File: src/rtl/awb_gray_world_pipe.sv
// Gray-world auto white balance for the RGB ISP chain, placed after demosaic.
// Per-channel sums are collected over the valid pixels of frame N. A shared
// restoring divider turns them into gains G/R and G/B, and those gains are
// applied to frame N+1. Gains change only at the vsync falling edge, so a
// frame is never corrected with two different gains. A manual-gain mode
// bypasses the statistics.
module awb_gray_world_pipe #(
  parameter int DW        = 8,
  parameter int SUM_W     = 32,
  parameter int GAIN_FRAC = 8,
  parameter int GAIN_W    = 12
) (
  input  logic              clk,
  input  logic              reset_n,
  input  logic              in_vsync,
  input  logic              in_hsync,
  input  logic              in_den,
  input  logic [DW-1:0]     in_data_r,
  input  logic [DW-1:0]     in_data_g,
  input  logic [DW-1:0]     in_data_b,
  input  logic              mode_manual,
  input  logic [GAIN_W-1:0] man_gain_r,
  input  logic [GAIN_W-1:0] man_gain_b,
  output logic              out_vsync,
  output logic              out_hsync,
  output logic              out_den,
  output logic [DW-1:0]     out_data_r,
  output logic [DW-1:0]     out_data_g,
  output logic [DW-1:0]     out_data_b,
  output logic [GAIN_W-1:0] gain_r,
  output logic [GAIN_W-1:0] gain_b,
  output logic              gain_upd
);

  localparam int PW  = DW + GAIN_W;     // product width
  localparam int DVW = SUM_W + GAIN_W;  // wide enough for sum << GAIN_W
  localparam int CW  = (GAIN_W > 1) ? $clog2(GAIN_W) : 1;
  localparam logic [GAIN_W-1:0] UNITY    = GAIN_W'(2 ** GAIN_FRAC);
  localparam logic [GAIN_W-1:0] GAIN_MAX = '1;
  localparam logic [CW-1:0]     LAST_BIT = CW'(GAIN_W - 1);

  typedef enum logic [2:0] {IDLE, PRE, DIV_R, DIV_B, DONE} state_t;

  state_t            state, state_nx;
  logic              vs_d, vs_rise, vs_fall;
  logic [SUM_W-1:0]  sum_r, sum_g, sum_b;
  logic [SUM_W-1:0]  snap_r, snap_g, snap_b;
  logic [DVW-1:0]    dividend, rem, shifted;
  logic [SUM_W-1:0]  divisor;
  logic              r_zero, r_clamp, b_zero, b_clamp, pre_div_r, pre_div_b;
  logic              fits, do_b;
  logic [CW-1:0]     bit_cnt;
  logic [GAIN_W-1:0] q_r, q_b, pend_r, pend_b;
  logic              pending;

  logic              v1, h1, d1, v2, h2, d2;
  logic [DW-1:0]     r1, g1, b1, g2;
  logic [PW-1:0]     p_r, p_b;

  assign vs_rise = in_vsync & ~vs_d;
  assign vs_fall = ~in_vsync & vs_d;

  // Previous vsync, for edge detection on the raw input.
  // NOTE: sequential state is always assigned with <= so every flop samples
  // the pre-edge value of every other flop, independent of statement order.
  always_ff @(posedge clk or negedge reset_n) begin
    if (!reset_n) vs_d <= 1'b0;
    else          vs_d <= in_vsync;
  end

  // Channel accumulators; snapshot and restart at the vsync rise.
  // NOTE: the sums are reset so that a partial frame seen before or during
  // reset never leaks into the first computed gains.
  always_ff @(posedge clk or negedge reset_n) begin
    if (!reset_n) begin
      sum_r  <= '0; sum_g  <= '0; sum_b  <= '0;
      snap_r <= '0; snap_g <= '0; snap_b <= '0;
    end else if (vs_rise) begin
      snap_r <= sum_r; snap_g <= sum_g; snap_b <= sum_b;
      sum_r  <= in_den ? SUM_W'(in_data_r) : '0;
      sum_g  <= in_den ? SUM_W'(in_data_g) : '0;
      sum_b  <= in_den ? SUM_W'(in_data_b) : '0;
    end else if (in_den) begin
      sum_r <= sum_r + SUM_W'(in_data_r);
      sum_g <= sum_g + SUM_W'(in_data_g);
      sum_b <= sum_b + SUM_W'(in_data_b);
    end
  end

  // Channel classification in PRE and the shifted-divisor trial subtraction.
  assign dividend  = DVW'(snap_g) << GAIN_FRAC;
  assign r_zero    = (snap_r == '0);
  assign b_zero    = (snap_b == '0);
  assign r_clamp   = dividend >= (DVW'(snap_r) << GAIN_W);
  assign b_clamp   = dividend >= (DVW'(snap_b) << GAIN_W);
  assign pre_div_r = !r_zero && !r_clamp;
  assign pre_div_b = !b_zero && !b_clamp;
  assign divisor   = (state == DIV_R) ? snap_r : snap_b;
  assign shifted   = DVW'(divisor) << bit_cnt;
  assign fits      = rem >= shifted;

  // Divider next-state; a vsync rise in any state restarts from PRE.
  // NOTE: state_nx gets a default before the case so no path leaves it
  // unassigned, which would otherwise infer a latch.
  always_comb begin
    state_nx = state;
    case (state)
      IDLE:    state_nx = IDLE;
      PRE:     state_nx = pre_div_r ? DIV_R : (pre_div_b ? DIV_B : DONE);
      DIV_R:   if (bit_cnt == '0) state_nx = do_b ? DIV_B : DONE;
      DIV_B:   if (bit_cnt == '0) state_nx = DONE;
      DONE:    state_nx = IDLE;
      default: state_nx = IDLE;
    endcase
    if (vs_rise) state_nx = PRE;
  end

  // Divider datapath: one quotient bit per cycle, MSB first.
  always_ff @(posedge clk or negedge reset_n) begin
    if (!reset_n) begin
      state   <= IDLE;
      rem     <= '0;
      bit_cnt <= '0;
      q_r     <= '0;
      q_b     <= '0;
      do_b    <= 1'b0;
    end else begin
      state <= state_nx;
      case (state)
        PRE: begin
          q_r     <= r_zero ? UNITY : (r_clamp ? GAIN_MAX : '0);
          q_b     <= b_zero ? UNITY : (b_clamp ? GAIN_MAX : '0);
          do_b    <= pre_div_b;
          rem     <= dividend;
          bit_cnt <= LAST_BIT;
        end
        DIV_R, DIV_B: begin
          if (fits) begin
            rem <= rem - shifted;
            if (state == DIV_R) q_r[bit_cnt] <= 1'b1;
            else                q_b[bit_cnt] <= 1'b1;
          end
          if (bit_cnt == '0) begin
            rem     <= dividend;   // fresh dividend for the B phase
            bit_cnt <= LAST_BIT;
          end else begin
            bit_cnt <= bit_cnt - CW'(1);
          end
        end
        default: ;
      endcase
    end
  end

  // Pending/active gains; commits happen only at the vsync fall.
  always_ff @(posedge clk or negedge reset_n) begin
    if (!reset_n) begin
      pending  <= 1'b0;
      pend_r   <= UNITY;
      pend_b   <= UNITY;
      gain_r   <= UNITY;
      gain_b   <= UNITY;
      gain_upd <= 1'b0;
    end else begin
      gain_upd <= 1'b0;
      if (vs_fall) begin
        if (mode_manual) begin
          gain_r   <= man_gain_r;
          gain_b   <= man_gain_b;
          gain_upd <= (man_gain_r != gain_r) || (man_gain_b != gain_b);
        end else if (pending) begin
          gain_r   <= pend_r;
          gain_b   <= pend_b;
          pending  <= 1'b0;
          gain_upd <= 1'b1;
        end
      end
      // A result landing in the commit cycle waits for the next fall.
      if (state == DONE && !vs_rise) begin
        pend_r  <= q_r;
        pend_b  <= q_b;
        pending <= 1'b1;
      end
    end
  end

  // Scale by GAIN_FRAC and clip to the pixel range.
  function automatic logic [DW-1:0] sat(input logic [PW-1:0] p);
    logic [PW-1:0] o;
    o = p >> GAIN_FRAC;
    return (|o[PW-1:DW]) ? {DW{1'b1}} : o[DW-1:0];
  endfunction

  // Three-stage pixel pipeline with syncs carried in lockstep.
  always_ff @(posedge clk or negedge reset_n) begin
    if (!reset_n) begin
      {v1, h1, d1, v2, h2, d2} <= '0;
      {out_vsync, out_hsync, out_den} <= '0;
      {r1, g1, b1, g2} <= '0;
      p_r <= '0; p_b <= '0;
      {out_data_r, out_data_g, out_data_b} <= '0;
    end else begin
      {v1, h1, d1} <= {in_vsync, in_hsync, in_den};
      {r1, g1, b1} <= {in_data_r, in_data_g, in_data_b};
      {v2, h2, d2} <= {v1, h1, d1};
      p_r <= PW'(r1) * PW'(gain_r);
      p_b <= PW'(b1) * PW'(gain_b);
      g2  <= g1;
      {out_vsync, out_hsync, out_den} <= {v2, h2, d2};
      out_data_r <= sat(p_r);
      out_data_g <= g2;
      out_data_b <= sat(p_b);
    end
  end

endmodule

File: config.mk
export PLATFORM = sky130hd
export DESIGN_NAME = awb_gray_world_pipe
export DESIGN_NICKNAME = d
export VERILOG_FILES = /design/src/rtl/awb_gray_world_pipe.sv
export SDC_FILE = /design/constraint.sdc
export NUM_CORES = 1
export LEC_CHECK = 0
export CAP_MARGIN = 20
export CORE_MARGIN = 5
export CORE_UTILIZATION = 40
export DETAILED_ROUTE_END_ITERATION = 10
export PLACE_DENSITY = 0.67
export SLEW_MARGIN = 20
export SYNTH_ARGS = -nofsm -noshare
export SYNTH_HDL_FRONTEND = slang
export SYNTH_SLANG_ARGS = --single-unit
File: constraint.sdc
create_clock -name clk -period 5.6 [get_ports clk]
set_clock_uncertainty 0.05 [all_clocks]
set_input_delay 1.12 -clock clk [delete_from_list [all_inputs] [get_ports clk]]
set_output_delay 1.12 -clock clk [all_outputs]
set_load 0.02 [all_outputs]
Word level (Yosys, flattened, before mapping)
Cells that the tools add are included.

cells by class
  add/sub/neg operators = 5
  $mul = 2
  $lt $le $gt $ge = 5
  eq/ne operators = 13
  shift-type cells = 1
  mux-type cells = 46
  bitwise logic cells = 6
  reductions and logical operators = 26

operator list
  operator            count
  $mux 32             7
  $mux 12             12
  $add 32x8->32       3
  $ge 40x44->1        2
  $mux 44             2
  $pmux 44 s2         1
  $logic_not 32->1    2
  $pmux 12 s2         2
  $ge 44x44->1        1
  $shl 32x4->44       1
  $sub 44x44->44      1
  $mul 8x12->20       2
  $mux 8              5
  $ne 12x12->1        2
  $or 12x12->12       2
  $mux 3              6
  $pmux 3 s3          1
  $pmux 4 s2          1
  $reduce_and 2->1    4
  $reduce_bool 2->1   4
  $reduce_or 4->1     2
  $mux 1              7
  $eq 3x2->1 const B  2
  $ne 2x2->1 const B  3
  18 further kinds    29

storage, ports and cells
  bits in registers = 423
  output and inout port bits = 52
  word-level logic and storage cells = 140

Depth between registers and ports, before layout
  depth in word-level cells = 8
  mapped depth = 26
  gate-level depth less buffers = 21

Least setup slack after synthesis
Ideal clock, no wire load.

  path kind = register to register
  from = register gain_r[3]
  to = register p_r[19]
  setup time = 0.080 ns
  arrival = 5.087 ns
  data required time = 5.470 ns
  setup slack = 0.383 ns
  cell stages (with the launch flop) = 21
  clock period less this slack = 5.217 ns
  path through = dfrtp_1 clkbuf_1 and2_1 fa_1 inv_1 fa_1 inv_1 fa_1 inv_1 fa_1 inv_1 ha_1 and4_1 a211oi_1 o21ai_1 a211oi_1 a21oi_1 o31ai_1 nand2b_1 a21oi_1 xnor2_1

between the ends
  word-level cells in the longest chain between the ends = 1

RTL lines
  element                 RTL line  text
  start, declared         30        output logic [GAIN_W-1:0] gain_r,
  start signal, assigned  168       gain_r <= man_gain_r;
  start signal, assigned  172       gain_r <= pend_r;
  $mul 8x12->20           206       p_r <= PW'(r1) * PW'(gain_r);
  end signal, assigned    206
  end, declared           58        logic [PW-1:0] p_r, p_b;

Every way passes these cells.
A chain may end at the register's enable or synchronous reset.

Worst setup path after layout
  from = register state[2]
  to = register q_b[0]

between the ends
  word-level cells in the longest chain between the ends = 6

RTL lines
  element                            RTL line      text
  start, declared                    44            state_t state, state_nx;
  start signal, assigned             128           state <= state_nx;
  $eq 3x2->1                         98, 129, 140
  $mux 32                            98            assign divisor = (state == DIV_R) ? snap_r : snap_b;
  $shl 32x4->44                      99            assign shifted = DVW'(divisor) << bit_cnt;
  $ge 44x44->1                       100           assign fits = rem >= shifted;
  $ne 2x2->1 (no source line)        --
  $reduce_and 3->1 (no source line)  --
  end signal, assigned               132           q_b <= b_zero ? UNITY : (b_clamp ? GAIN_MAX : '0);
  end, declared                      53            logic [GAIN_W-1:0] q_r, q_b, pend_r, pend_b;

Several ways; a longest one is shown, not always the timed one.

==> impl_metrics.csv <==
group,metric,value,unit
run_status,outcome,"finished, final reports clean",
setup_path,worst_ep_arrival_time,5.59,ns
setup_path,r2r_start,"state[2]",
clocking,cts-root-buf,"clkbuf_16",
floorplan,placeableCoreArea,0.0701,mm^2
setup_path,endpoint,"q_b[0]",
clocking,cts.path.max_buffers,3,
floorplan,start_util,40.4,%
setup_path,startpoint_type,"flop",
clocking,cts_tree,"yes",
synth,ys_async_sr_fraction,100,%
synth,yosys.area.top_type,"dfrtp_1",
timing,hold_violations,0,
floorplan,rows,97,
setup_path,path_cells,"nand2b_1 -> nor2_4 -> buf_12 -> nor2_1 -> a21oi_1 -> mux2i_1 -> mux2i_1 -> mux2i_1 -> a22oi_1 -> ha_1 -> a21oi_1 -> nand2_1 -> nor3_1 -> o31ai_4 -> a21boi_2 -> o31ai_4 -> a31oi_1 -> buf_4 -> a211o_1 -> a21oi_1 -> o21a_1",
setup_path,crit_buf_inv,2,
cells_and_area,nFillCells,6792,
setup_path,max_stage_delay,0.47,ns
cells_and_area,fin_nets,3544,
synth,yosys-top-cells-count,"nand2_1 (438), dfrtp_1 (403), inv_1 (281)",
clocking,cts.sinks,407,
synth,synth_flop_cell,"dfrtp_1",
clocking,postCtsSetupBuffers,0,
detailed_routing,drc,0,
synth,synthCells,3121,
synth,synth-edff-count,0,
cells_and_area,post-route-util,45.6,%
flow_run,drv_cap,0,
placed_design,placed_area,0.0304,mm^2
setup_path,crit_family,"compound AO/OA/AOI/OAI gates",
synth,yosysTopAreaCellShare,35.6,%
timing,setup_viol,0,
detailed_routing,wl,72400,um
min_path,hp-class,"flop to flop",
clocking,h-tree-depth,2,
timing,tightestPinTransition,1.00,ns
cells_and_area,n_antenna_cell,0,
synth,syn_nets,3499,
timing,slew_headroom,33.1,%
synth,synth_seq_cells,407,
setup_path,crit_path_end_kind,"flop",
placed_design,port_buffers,105,
grt,overflow,0,
grt,grt_pass1_vias,21241,
grt,antenna_found_initial,0,
timing,fmax,194,MHz
clocking,clkLatencyLatePin,0.60,ns
detailed_routing,drtIter0Drc,1755,
synth,synth_most_common_cell,"nand2_1",
setup_path,reg2reg_depth,21,
floorplan,die_h,276,um
cells_and_area,finalNonFillerCells,4140,
setup_path,r2r_end,"q_b[0]",
floorplan,dieArea,0.0762,mm^2
placed_design,dpl.hpwl,54700,um
timing,period_share,92.2,%
synth,synthesis.area,0.0283,mm^2
clocking,cts_buffers,46,
placed_design,gp_congestion,0.905,
synth,synth_warnings,0,
synth,syn_area_per_cell,9.07,um^2
synth,seq_area_frac_synth,36.0,%
detailed_routing,drt-pass1-iter-count,5,
timing,setup-tns-final,0,ns
detailed_routing,vias,21890,
setup_path,critPathRequiredTime,6.02,ns
floorplan,io_pins,106,
synth,synth_cell_types,69,
clocking,clk_pin_slew_worst_paths,0.06,ns
setup_path,cp_max_fo,37,
power_and_ir_drop,powerDensity,668,mW/mm^2
timing,hold_ws,0.288,ns
floorplan,die_x,276,um
cells_and_area,drive_gt1_share,5.53,%
grt,grt_start_max_net_pins,129,
setup_path,reg2reg_slack,0.44,ns
timing,rsz0062_at_grt,"false",
placed_design,placedCellCount,4058,
grt,grt_pass1_wl,117000,um
grt,grt.total_usage,18.5,%
detailed_routing,ant_nets,0,
setup_path,cp.depth,21,
power_and_ir_drop,ir_worst_vdd,0.000748,V
cells_and_area,final_area,0.0320,mm^2
detailed_routing,vias_per_cell,5.29,
setup_path,crit_slowest_cell,"dfrtp_1",
setup_path,crit_type,"flop to flop",
setup_path,crit_start,"state[2]",
timing,fin_crit,5.16,ns
cells_and_area,area_delta_synth_final,13.0,%
power_and_ir_drop,leakage,15.2,nW
timing,finalMaxSlewViolations,0,
synth,synth.area.top_cells,"dfrtp_1 (36%), ha_1 (8.9%), fa_1 (8.6%)",
detailed_routing,routedWlPerCell,17.5,um
-- routing by layer --
layer / GRT usage [%] / share of wire, % / vias to the layer above / wire length [um]
li1: - / - / 10569 / -
met2: 29.9 / 46 / 525 / 33300
met3: 3.23 / 5.8 / 108 / 4230
met1: 26.3 / 46 / 10688 / 33200
met5: 0 / 0 / - / 0
met4: 4.38 / 2.2 / 0 / 1630
-- placed cells by master (no fill, tap or decap), drive strengths merged, types with 21 or more instances in the layout --
cell type,instances
nand2,438
dfrtp,403
inv,285
o21ai,209
nor2,208
a21oi,203
ha,202
mux2i,155
fa,122
and2,114
clkdlybuf4s50,103
xnor2,92
clkbuf,64
xor2,58
a21o,57
buf,51
nand4,41
nand3,40
nor4,31
nor3,25
o21a,25
nand2b,25
and3,24
o211ai,22
nor2b,21
-- registers in the layout (all words and copies together), names as in the netlist, 12 cells and up --
signal and cells:
gain_b 12, gain_r 12, p_b 12, p_r 12, pend_b 12, pend_r 12
q_b 12, q_r 12, rem 44, snap_b 32, snap_g 32, snap_r 32
sum_b 32, sum_g 32, sum_r 32
-- per-stage QoR --
| step | setup slack, ns | total power [W] |
|---|---|---|
| 2_1_floorplan | 0.383 | 0.0149 |
| 3_3_place_gp | 0.473 | 0.0180 |
| 3_5_place_dp | 0.418 | 0.0182 |
| 4_1_cts | 0.393 | 0.0215 |
| 5_1_grt | 0.0799 | 0.0236 |
| 6_report | 0.436 | 0.0214 |
-- report_power, final --
group / switching (W) / internal, W / leakage (nW)
sequential: 0.000580 / 0.00372 / 5.22
combinational: 0.00795 / 0.00601 / 9.21
clock: 0.00127 / 0.00185 / 0.764
-- worst min path at each step --
| stage | start | endpoint | slack, ns | depth (start not counted) |
|---|---|---|---|---|
| 5_1_grt | g2[7] | out_data_g[7] | 0.29 | 0 |
| 2_1_floorplan | d1 | d2 | 0.28 | 0 |
| 4_1_cts | g2[7] | out_data_g[7] | 0.29 | 0 |
| 6_report | g2[7] | out_data_g[7] | 0.29 | 0 |
| 3_3_place_gp | g1[0] | g2[0] | 0.28 | 0 |
| 3_5_place_dp | g1[5] | g2[5] | 0.28 | 0 |
-- area by class of cell --
cell class                 instances  area, um^2  share of cell area (%)
clock buffer                      64        1330                    4.16
clock inverter                    18         233                   0.728
inverter                         285        1070                    3.34
multi-input combinational       2272       16500                    51.6
sequential                       407       10200                    31.9
tap                              940        1180                    3.68
timing repair buffer             154        1490                    4.67
-- logic make-up after synthesis --
family | synth area share [%]
xor gates and xnor gates | 4.64
AOI/OAI and AO/OA | 13.1
buffers and inverters | 5.94
adders and majority gates | 17.6
DFF | 36.0
muxes | 6.08
and+or+nand+nor | 16.7
-- timing repair --
| item | in CTS | in global routing |
|---|---|---|
| resized for setup | 0 | 1 |
| hold buffers | 0 | 0 |
| endpoints found under the setup margin | 0 | 1 |
| hold endpoints to repair | 0 | 0 |
(Power assumes the default switching activity.)
